[src/rtl/fitness_pkg.sv]
// Shared definitions for the fitness evaluation controller: the controller
// FSM state encoding and the default widths used by the controller and the
// fitness evaluator it drives.
package fitness_pkg;

    localparam int unsigned DEF_NUM_PARTICLE_TYPE = 32'd3;
    localparam int unsigned DEF_DATA_WIDTH        = 32'd4;
    localparam int unsigned DEF_INDIVIDUAL_LENGTH = 32'd22;
    localparam int unsigned DEF_SELF_FIT_LENGTH   = 32'd10;
    localparam int unsigned DEF_POP_SIZE          = 32'd50;
    localparam int unsigned DEF_IDX_WIDTH         = 32'd8;
    localparam int unsigned DEF_EVAL_LAT          = 32'd4;

    typedef enum logic [2:0] {
        ST_IDLE    = 3'd0,
        ST_LOAD_SE = 3'd1,
        ST_LOAD_IE = 3'd2,
        ST_ISSUE   = 3'd3,
        ST_DRAIN   = 3'd4,
        ST_DONE    = 3'd5
    } fsm_state_e;

endpackage

[src/rtl/fitness_eval_ctrl.sv]
// Fitness evaluation pass controller.
// Optionally reloads the evaluator energy tables (self energies, then the
// row-major interaction matrix), streams every individual of the population
// into the evaluator at one per cycle, and writes each returned total energy
// into the fitness memory. Ends each pass with a one-cycle done_o pulse.
// Optional feature: define FITNESS_EVAL_CTRL_BEST_TRACK_EN to add
// best_energy_o / best_idx_o, the lowest result of the current pass
// (ties keep the lower index).
module fitness_eval_ctrl
    import fitness_pkg::*;
#(
    parameter int unsigned NUM_PARTICLE_TYPE = DEF_NUM_PARTICLE_TYPE,
    parameter int unsigned DATA_WIDTH        = DEF_DATA_WIDTH,
    parameter int unsigned INDIVIDUAL_LENGTH = DEF_INDIVIDUAL_LENGTH,
    parameter int unsigned SELF_FIT_LENGTH   = DEF_SELF_FIT_LENGTH,
    parameter int unsigned POP_SIZE          = DEF_POP_SIZE,
    parameter int unsigned IDX_WIDTH         = DEF_IDX_WIDTH,
    parameter int unsigned EVAL_LAT          = DEF_EVAL_LAT
) (
    input  logic                         clk_i,
    input  logic                         rst_n,
    input  logic                         start_i,
    input  logic                         load_cfg_i,
    input  logic                         cfg_valid_i,
    input  logic [DATA_WIDTH-1:0]        cfg_data_i,
    output logic                         cfg_ready_o,
    input  logic                         hold_i,
    output logic                         pop_rd_en_o,
    output logic [IDX_WIDTH-1:0]         pop_rd_addr_o,
    input  logic [INDIVIDUAL_LENGTH-1:0] pop_rd_data_i,
    output logic                         eval_wr_se_valid_o,
    output logic                         eval_wr_ie_valid_o,
    output logic [DATA_WIDTH-1:0]        eval_energy_o,
    output logic                         eval_in_valid_o,
    output logic [INDIVIDUAL_LENGTH-1:0] eval_ind_vec_o,
    output logic [IDX_WIDTH-1:0]         eval_ind_idx_o,
    input  logic                         eval_out_valid_i,
    input  logic [SELF_FIT_LENGTH-1:0]   eval_total_energy_i,
    input  logic [IDX_WIDTH-1:0]         eval_ind_idx_i,
    output logic                         fit_wr_en_o,
    output logic [IDX_WIDTH-1:0]         fit_wr_addr_o,
    output logic [SELF_FIT_LENGTH-1:0]   fit_wr_data_o,
    output logic                         busy_o,
`ifdef FITNESS_EVAL_CTRL_BEST_TRACK_EN
    output logic [SELF_FIT_LENGTH-1:0]   best_energy_o,
    output logic [IDX_WIDTH-1:0]         best_idx_o,
`endif
    output logic                         done_o
);

    localparam int unsigned SE_BEATS  = NUM_PARTICLE_TYPE;
    localparam int unsigned IE_BEATS  = NUM_PARTICLE_TYPE * NUM_PARTICLE_TYPE;
    localparam int unsigned CFG_CNT_W = $clog2(IE_BEATS + 1);
    localparam int unsigned RES_CNT_W = IDX_WIDTH + 1;

    fsm_state_e                 state_q;
    logic [CFG_CNT_W-1:0]       cfg_cnt_q;
    logic [IDX_WIDTH-1:0]       issue_cnt_q;
    logic [RES_CNT_W-1:0]       res_cnt_q;
    logic                       in_valid_q;
    logic [IDX_WIDTH-1:0]       ind_idx_q;
    logic                       busy_q;
    logic                       done_q;

    logic                       load_se_s;
    logic                       load_ie_s;
    logic                       cfg_beat_s;
    logic                       strobe_s;

    assign load_se_s  = (state_q == ST_LOAD_SE);
    assign load_ie_s  = (state_q == ST_LOAD_IE);
    assign cfg_beat_s = (load_se_s || load_ie_s) && cfg_valid_i;
    // hold_i only gates new reads; anything already in flight completes.
    assign strobe_s   = (state_q == ST_ISSUE) && !hold_i;

    // Energy words go straight through to the evaluator in the accepting cycle.
    assign cfg_ready_o        = load_se_s || load_ie_s;
    assign eval_wr_se_valid_o = load_se_s && cfg_valid_i;
    assign eval_wr_ie_valid_o = load_ie_s && cfg_valid_i;
    assign eval_energy_o      = cfg_beat_s ? cfg_data_i : {DATA_WIDTH{1'b0}};

    assign pop_rd_en_o    = strobe_s;
    assign pop_rd_addr_o  = issue_cnt_q;

    // Read data lands one cycle after the strobe, aligned with in_valid_q.
    assign eval_in_valid_o = in_valid_q;
    assign eval_ind_idx_o  = ind_idx_q;
    assign eval_ind_vec_o  = in_valid_q ? pop_rd_data_i : {INDIVIDUAL_LENGTH{1'b0}};

    // Results are written back in the cycle they arrive, in any state.
    assign fit_wr_en_o   = eval_out_valid_i;
    assign fit_wr_addr_o = eval_out_valid_i ? eval_ind_idx_i : {IDX_WIDTH{1'b0}};
    assign fit_wr_data_o = eval_out_valid_i ? eval_total_energy_i : {SELF_FIT_LENGTH{1'b0}};

    assign busy_o = busy_q;
    assign done_o = done_q;

    // Pass sequencing FSM with its counters and registered status outputs.
    always_ff @(posedge clk_i) begin
        if (!rst_n) begin
            state_q     <= ST_IDLE;
            cfg_cnt_q   <= {CFG_CNT_W{1'b0}};
            issue_cnt_q <= {IDX_WIDTH{1'b0}};
            res_cnt_q   <= {RES_CNT_W{1'b0}};
            in_valid_q  <= 1'b0;
            ind_idx_q   <= {IDX_WIDTH{1'b0}};
            busy_q      <= 1'b0;
            done_q      <= 1'b0;
        end else begin
            done_q     <= 1'b0;
            in_valid_q <= strobe_s;
            ind_idx_q  <= strobe_s ? issue_cnt_q : {IDX_WIDTH{1'b0}};
            if (eval_out_valid_i) begin
                res_cnt_q <= res_cnt_q + RES_CNT_W'(1);
            end
            case (state_q)
                ST_IDLE: begin
                    if (start_i) begin
                        busy_q    <= 1'b1;
                        cfg_cnt_q <= {CFG_CNT_W{1'b0}};
                        state_q   <= load_cfg_i ? ST_LOAD_SE : ST_ISSUE;
                    end
                end
                ST_LOAD_SE: begin
                    if (cfg_valid_i) begin
                        if (cfg_cnt_q == CFG_CNT_W'(SE_BEATS - 1)) begin
                            cfg_cnt_q <= {CFG_CNT_W{1'b0}};
                            state_q   <= ST_LOAD_IE;
                        end else begin
                            cfg_cnt_q <= cfg_cnt_q + CFG_CNT_W'(1);
                        end
                    end
                end
                ST_LOAD_IE: begin
                    if (cfg_valid_i) begin
                        if (cfg_cnt_q == CFG_CNT_W'(IE_BEATS - 1)) begin
                            cfg_cnt_q <= {CFG_CNT_W{1'b0}};
                            state_q   <= ST_ISSUE;
                        end else begin
                            cfg_cnt_q <= cfg_cnt_q + CFG_CNT_W'(1);
                        end
                    end
                end
                ST_ISSUE: begin
                    if (strobe_s) begin
                        issue_cnt_q <= issue_cnt_q + IDX_WIDTH'(1);
                        if (issue_cnt_q == IDX_WIDTH'(POP_SIZE - 1)) begin
                            state_q <= ST_DRAIN;
                        end
                    end
                end
                ST_DRAIN: begin
                    if (res_cnt_q >= RES_CNT_W'(POP_SIZE)) begin
                        done_q  <= 1'b1;
                        state_q <= ST_DONE;
                    end
                end
                ST_DONE: begin
                    issue_cnt_q <= {IDX_WIDTH{1'b0}};
                    res_cnt_q   <= {RES_CNT_W{1'b0}};
                    busy_q      <= 1'b0;
                    state_q     <= ST_IDLE;
                end
                default: begin
                    busy_q  <= 1'b0;
                    state_q <= ST_IDLE;
                end
            endcase
        end
    end

`ifdef FITNESS_EVAL_CTRL_BEST_TRACK_EN
    logic [SELF_FIT_LENGTH-1:0] best_energy_q;
    logic [IDX_WIDTH-1:0]       best_idx_q;
    logic                       better_s;

    // Strictly lower energy wins; on equal energy only a lower index wins.
    assign better_s = eval_out_valid_i &&
                      ((eval_total_energy_i < best_energy_q) ||
                       ((eval_total_energy_i == best_energy_q) && (eval_ind_idx_i < best_idx_q)));

    assign best_energy_o = best_energy_q;
    assign best_idx_o    = best_idx_q;

    // Track the minimum result of the pass; an accepted start restarts the search.
    always_ff @(posedge clk_i) begin
        if (!rst_n) begin
            best_energy_q <= {SELF_FIT_LENGTH{1'b1}};
            best_idx_q    <= {IDX_WIDTH{1'b0}};
        end else if ((state_q == ST_IDLE) && start_i) begin
            best_energy_q <= {SELF_FIT_LENGTH{1'b1}};
            best_idx_q    <= {IDX_WIDTH{1'b0}};
        end else if (better_s) begin
            best_energy_q <= eval_total_energy_i;
            best_idx_q    <= eval_ind_idx_i;
        end
    end
`endif

endmodule

[config.mk]
export PLATFORM = sky130hd
export DESIGN_NAME = fitness_eval_ctrl
export DESIGN_NICKNAME = d
export VERILOG_FILES = /design/src/rtl/fitness_pkg.sv /design/src/rtl/fitness_eval_ctrl.sv
export SDC_FILE = /design/constraint.sdc
export NUM_CORES = 1
export LEC_CHECK = 0
export CORE_MARGIN = 5
export CORE_UTILIZATION = 50
export DETAILED_ROUTE_END_ITERATION = 10
export DONT_BUFFER_PORTS = 1
export PLACE_DENSITY = 0.64
export SYNTH_ARGS = -nofsm -noshare
export SYNTH_HDL_FRONTEND = slang
export SYNTH_SLANG_ARGS = --single-unit
export TNS_END_PERCENT = 20
[constraint.sdc]
create_clock -name clk_i -period 1.5 [get_ports clk_i]
set_input_delay 0.45 -clock clk_i [delete_from_list [all_inputs] [get_ports clk_i]]
set_output_delay 0.45 -clock clk_i [all_outputs]
set_load 0.005 [all_outputs]
==> results <==
- The flow ran to the end, but the final reports show violations.
- The final reports fail on negative setup slack.
- The fraction of final layout cells with drive strength greater than 1 is 0.2510.
- The signal arrival time at the worst endpoint is 1170 ps.
- The worst setup path is captured at an output port.
- The total count of max-transition violations in the final report is 0.
- Setup repair after global routing could not meet its margin everywhere.
- The number of inserted diodes is 0.
- The initial antenna violation count came to 0.
- In this run the power density over the cells is 1218 mW/mm².
- The first-pass GRT wire length is 7431 µm.
- The path category of the worst min-delay check is in -> reg.
- The number of cells traversed by the worst hold path is 1.
- Derived from the worst setup path, the maximum achievable clock frequency is 617.4 MHz.
- The largest net degree at the start of global routing is 26.
- The site row count is 23.
- Once placement completed, the tool counted placed cells totaling 294.
- In this run the worst path has a maximum fanout of 7.
- In the global route stage, overall resource usage came out at 0.1729.
- Measured against its own limit, the worst slew margin works out to 0.7758.
- Of the synthesized area, sequential elements account for 0.3504.
- The initial standard-cell utilization of the core is 0.5071.
- After floorplanning, the core was sized to cover 0.003943 mm².
- The worst setup path is launched from a register.
- In the final routed layout, each cell accounts on average for 14.81 µm.
- At the later pin of the worst-skew pair, clock insertion delay measures 280 ps.
- Setup slack on the critical path of the routed design comes to -119.7 ps.
- TritonCTS built the clock tree.
- The number of nets in the synthesized netlist is 292.
- Of the post-synthesis cell area, the dominant cell type holds 0.3504.
- From bottom edge to top edge, the die measures 73.24 µm.
- The number of filler instances in the final layout is 334.
- The first detailed-routing pass ran for 4 iterations.
- CTS saw 35 sinks.
- Yosys printed 0 warnings.
- The beginning of the worst hold path is load_cfg_i.
- The via density per instance is 5.485.
- After synthesis, the cell types taking the most area are sky130_fd_sc_hd__dfxtp_1 35%, sky130_fd_sc_hd__and2_1 13%, sky130_fd_sc_hd__and3_1 5.0%.
- After synthesis, the share of flip-flops with an asynchronous set or reset is 0.
- In this run the register-to-register setup slack is 0 ps.
- The source of the worst register-to-register timing path is res_cnt_q[0].
- The residual antenna-violating net count after detailed routing is 0.
- The clock slew seen by the registers of the worst setup and hold paths is 70 ps.
- Data on the critical path is required at its endpoint by 1050 ps.
- In this run, synthesis inferred 0 flip-flops with an integrated enable.
- The count of max-cap constraint violations is 0.
- The detailed-route wire length on metal 1 is 1829 µm.
- The signed area change from the synthesized netlist to the final layout is 23.91%.
- In this run the static leakage power is 0.001018 µW.
- The sink of the worst hold path is state_q[1].
- The actual transition at the worst max-transition pin is 331.6 ps.
- The count of buffers inserted at the top-level ports is 0.
- sky130_fd_sc_hd__dfxtp_1 takes more of the synthesized area than any other cell.
- Excluding fillers, the count of instances in the completed layout stands at 309.
- The mean instance size in the synthesized netlist is 8.545 µm².
- In this run the top signal layer used is met4.
- The sum of met3 wire segment lengths after detailed routing is 441 µm.
- The setup skew after layout is 5.480 ps.
- The total clock buffers created by CTS is 5.
- Summed over all layers, the global routing overflow is 0.
- Wires add up to 4575 µm.
- Adding up every negative setup slack in the final design gives -624.8 ps.
- For this run, the post-layout net count is 316.
- Setup violations remaining at the end of the flow were counted as 8.
- The via count of the first global-routing pass came to 1,641.
- In this run the critical register-to-register path is captured at state_q[0].
- The setup path with the least slack is of type reg -> out.
- The cell sitting at the root of the clock tree is a sky130_fd_sc_hd__clkbuf_8.
- Of the available clock period, the critical path in the final layout requires 1.080.
- In this run, distinct cell masters in the synthesized netlist total 46.
- The boundary pin count is 119.
- At the end of routability-driven placement, the weighted congestion stood at 0.7873.
- Synthesis produced a netlist whose cell count is 234.
- The count of unresolved DRC violations after routing is 0.
- The wire length on met2 is 2213 µm.
- The via total after detailed routing is 1,695.
- The number of hold buffers added after CTS was 0.
- Before CTS, the worst setup slack after placement is -26.25 ps.
- The detailed router's first-iteration violation count is 38.
- The floorplan die width is 73.24 µm.
- The maximum ir drop on the vdd rail is 0.8266 mV.
- Counting flops and latches in the post-synthesis netlist gives 35.
- The routed design could run at a clock period as short as 1620 ps.
- The most frequently used flop master after synthesis is sky130_fd_sc_hd__dfxtp_1.
- The longest clock path from root to sink contains 2 buffers.
- The post-synthesis cell area is 0.001999 mm².
- In this run the number of H-tree levels came out at 2.
- The overall die area is 0.005363 mm².
- The number of cells traversed by the worst register-to-register path is 7.
- The number of hold violations in the final report was 0.
- The half-perimeter wire length of the detailed placement result is 3460 µm.
[critical path, stage by stage, from the launching register on]
cell and delay [ps]:
sky130_fd_sc_hd__dfxtp_4 400, sky130_fd_sc_hd__buf_6 110, sky130_fd_sc_hd__and4bb_4 250, sky130_fd_sc_hd__buf_6 130
[cell families after synthesis]
family	share of synthesized area
buffers and inverters	0.04818
AND/OR/NAND/NOR	0.3999
flip-flops	0.3504
adder cells (fa/ha/maj)	0.04380
XOR/XNOR	0.06133
AO/OA/AOI/OAI	0.09137
multiplexers	0.005006
[power breakdown]
part,switching (µW),total [µW],leakage [µW],internal (µW)
Sequential,64.9,1050,0.000286,985
Combinational,425,955,0.000668,530
Clock,349,1010,0.0000644,663
[cell type report]
type / count / area [µm²] / share of cell area
clock buffers: 5 / 68.82 / 0.02778
clock inverters: 3 / 67.56 / 0.02727
flip-flops and latches: 35 / 711.9 / 0.2874
well taps: 50 / 62.56 / 0.02525
inverters: 4 / 15.01 / 0.006061
multi-input cells: 180 / 1284 / 0.5182
repair buffers: 32 / 267.8 / 0.1081
[through the flow]
stage | hold slack (ps) | power, µW | cell area [µm²] | util
floorplan | 466.3 | 1561 | 2002 | -
global placement | 487.1 | 1774 | 2183 | 0.5538
detailed placement | 503.3 | 1782 | 2183 | 0.5538
CTS | 243.8 | 3009 | 2439 | 0.6185
global route | 246.1 | 3170 | 2477 | 0.6284
finish | 248.9 | 3017 | 2477 | 0.6284
[Yosys cell counts, types with 2 or more instances]
cell type                  number
sky130_fd_sc_hd__a211oi_2       2
sky130_fd_sc_hd__a21oi_1        5
sky130_fd_sc_hd__and2_1        41
sky130_fd_sc_hd__and3_1        16
sky130_fd_sc_hd__buf_2          2
sky130_fd_sc_hd__buf_4          4
sky130_fd_sc_hd__clkbuf_1       8
sky130_fd_sc_hd__dfxtp_1       35
sky130_fd_sc_hd__ha_1           7
sky130_fd_sc_hd__inv_1          4
sky130_fd_sc_hd__nand2_1       15
sky130_fd_sc_hd__nand2b_1       3
sky130_fd_sc_hd__nand3_1        6
sky130_fd_sc_hd__nand3b_1       4
sky130_fd_sc_hd__nand4_1        5
sky130_fd_sc_hd__nand4b_1       2
sky130_fd_sc_hd__nor2_1        17
sky130_fd_sc_hd__nor2b_1        5
sky130_fd_sc_hd__nor3_1         2
sky130_fd_sc_hd__nor3b_1        5
sky130_fd_sc_hd__o21ai_0        6
sky130_fd_sc_hd__o221ai_1       2
sky130_fd_sc_hd__or3_1          3
sky130_fd_sc_hd__xnor2_1        3
sky130_fd_sc_hd__xor2_1        11
[layer usage]
| metal | vias up | GRT usage |
|---|---|---|
| met5 | - | 0 |
| met3 | 11 | 0.04683 |
| met1 | 764 | 0.2057 |
| li1 | 842 | - |
| met2 | 78 | 0.2929 |
| met4 | 0 | 0.06762 |
[repair_timing]
item / 4_1_cts / 5_1_grt
gates resized for setup: 15 / 11
pin swaps: 5 / 6
setup endpoints to repair: 33 / 17
setup buffers: 7 / 0
[state kept, by name, summed over array words and instances, names as in the netlist]
signal / cells
res_cnt_q: 9
eval_in_valid_o: 1
eval_ind_idx_o: 8
pop_rd_addr_o: 8
done_o: 1
cfg_cnt_q: 4
state_q: 3
busy_o: 1
[cell usage in the layout, fill, tap and decap left out, types with 2 or more instances in the layout]
master	instances
sky130_fd_sc_hd__dfxtp_2	3
sky130_fd_sc_hd__bufinv_16	2
sky130_fd_sc_hd__nor3b_1	4
sky130_fd_sc_hd__inv_1	3
sky130_fd_sc_hd__nand2b_1	3
sky130_fd_sc_hd__or3_1	3
sky130_fd_sc_hd__and3_1	14
sky130_fd_sc_hd__a211oi_2	2
sky130_fd_sc_hd__clkbuf_8	5
sky130_fd_sc_hd__nand3b_1	4
sky130_fd_sc_hd__nand4b_1	2
sky130_fd_sc_hd__nand4_1	5
sky130_fd_sc_hd__nand2_1	15
sky130_fd_sc_hd__ha_1	7
sky130_fd_sc_hd__nor2b_1	5
sky130_fd_sc_hd__xor2_1	11
sky130_fd_sc_hd__buf_6	4
sky130_fd_sc_hd__o21ai_0	5
sky130_fd_sc_hd__a21oi_1	4
sky130_fd_sc_hd__and2_1	41
sky130_fd_sc_hd__nand3_1	6
sky130_fd_sc_hd__and3_4	3
sky130_fd_sc_hd__dfxtp_1	30
sky130_fd_sc_hd__xnor2_1	2
sky130_fd_sc_hd__o221ai_1	2
sky130_fd_sc_hd__buf_4	27
sky130_fd_sc_hd__dfxtp_4	2
sky130_fd_sc_hd__nor2_1	16
[how the worst max path moves through the flow]
stage | start | to | slack, ps | depth (start not counted)
finish | state_q[0] | pop_rd_en_o | -120 | 3
floorplan | res_cnt_q[0] | state_q[0] | -4 | 7
global route | state_q[0] | pop_rd_en_o | -160 | 3
CTS | state_q[1] | eval_energy_o[1] | -130 | 3
global placement | res_cnt_q[0] | state_q[0] | 20 | 7
detailed placement | res_cnt_q[0] | state_q[0] | -30 | 7
Power figures use the tool's default switching activity.
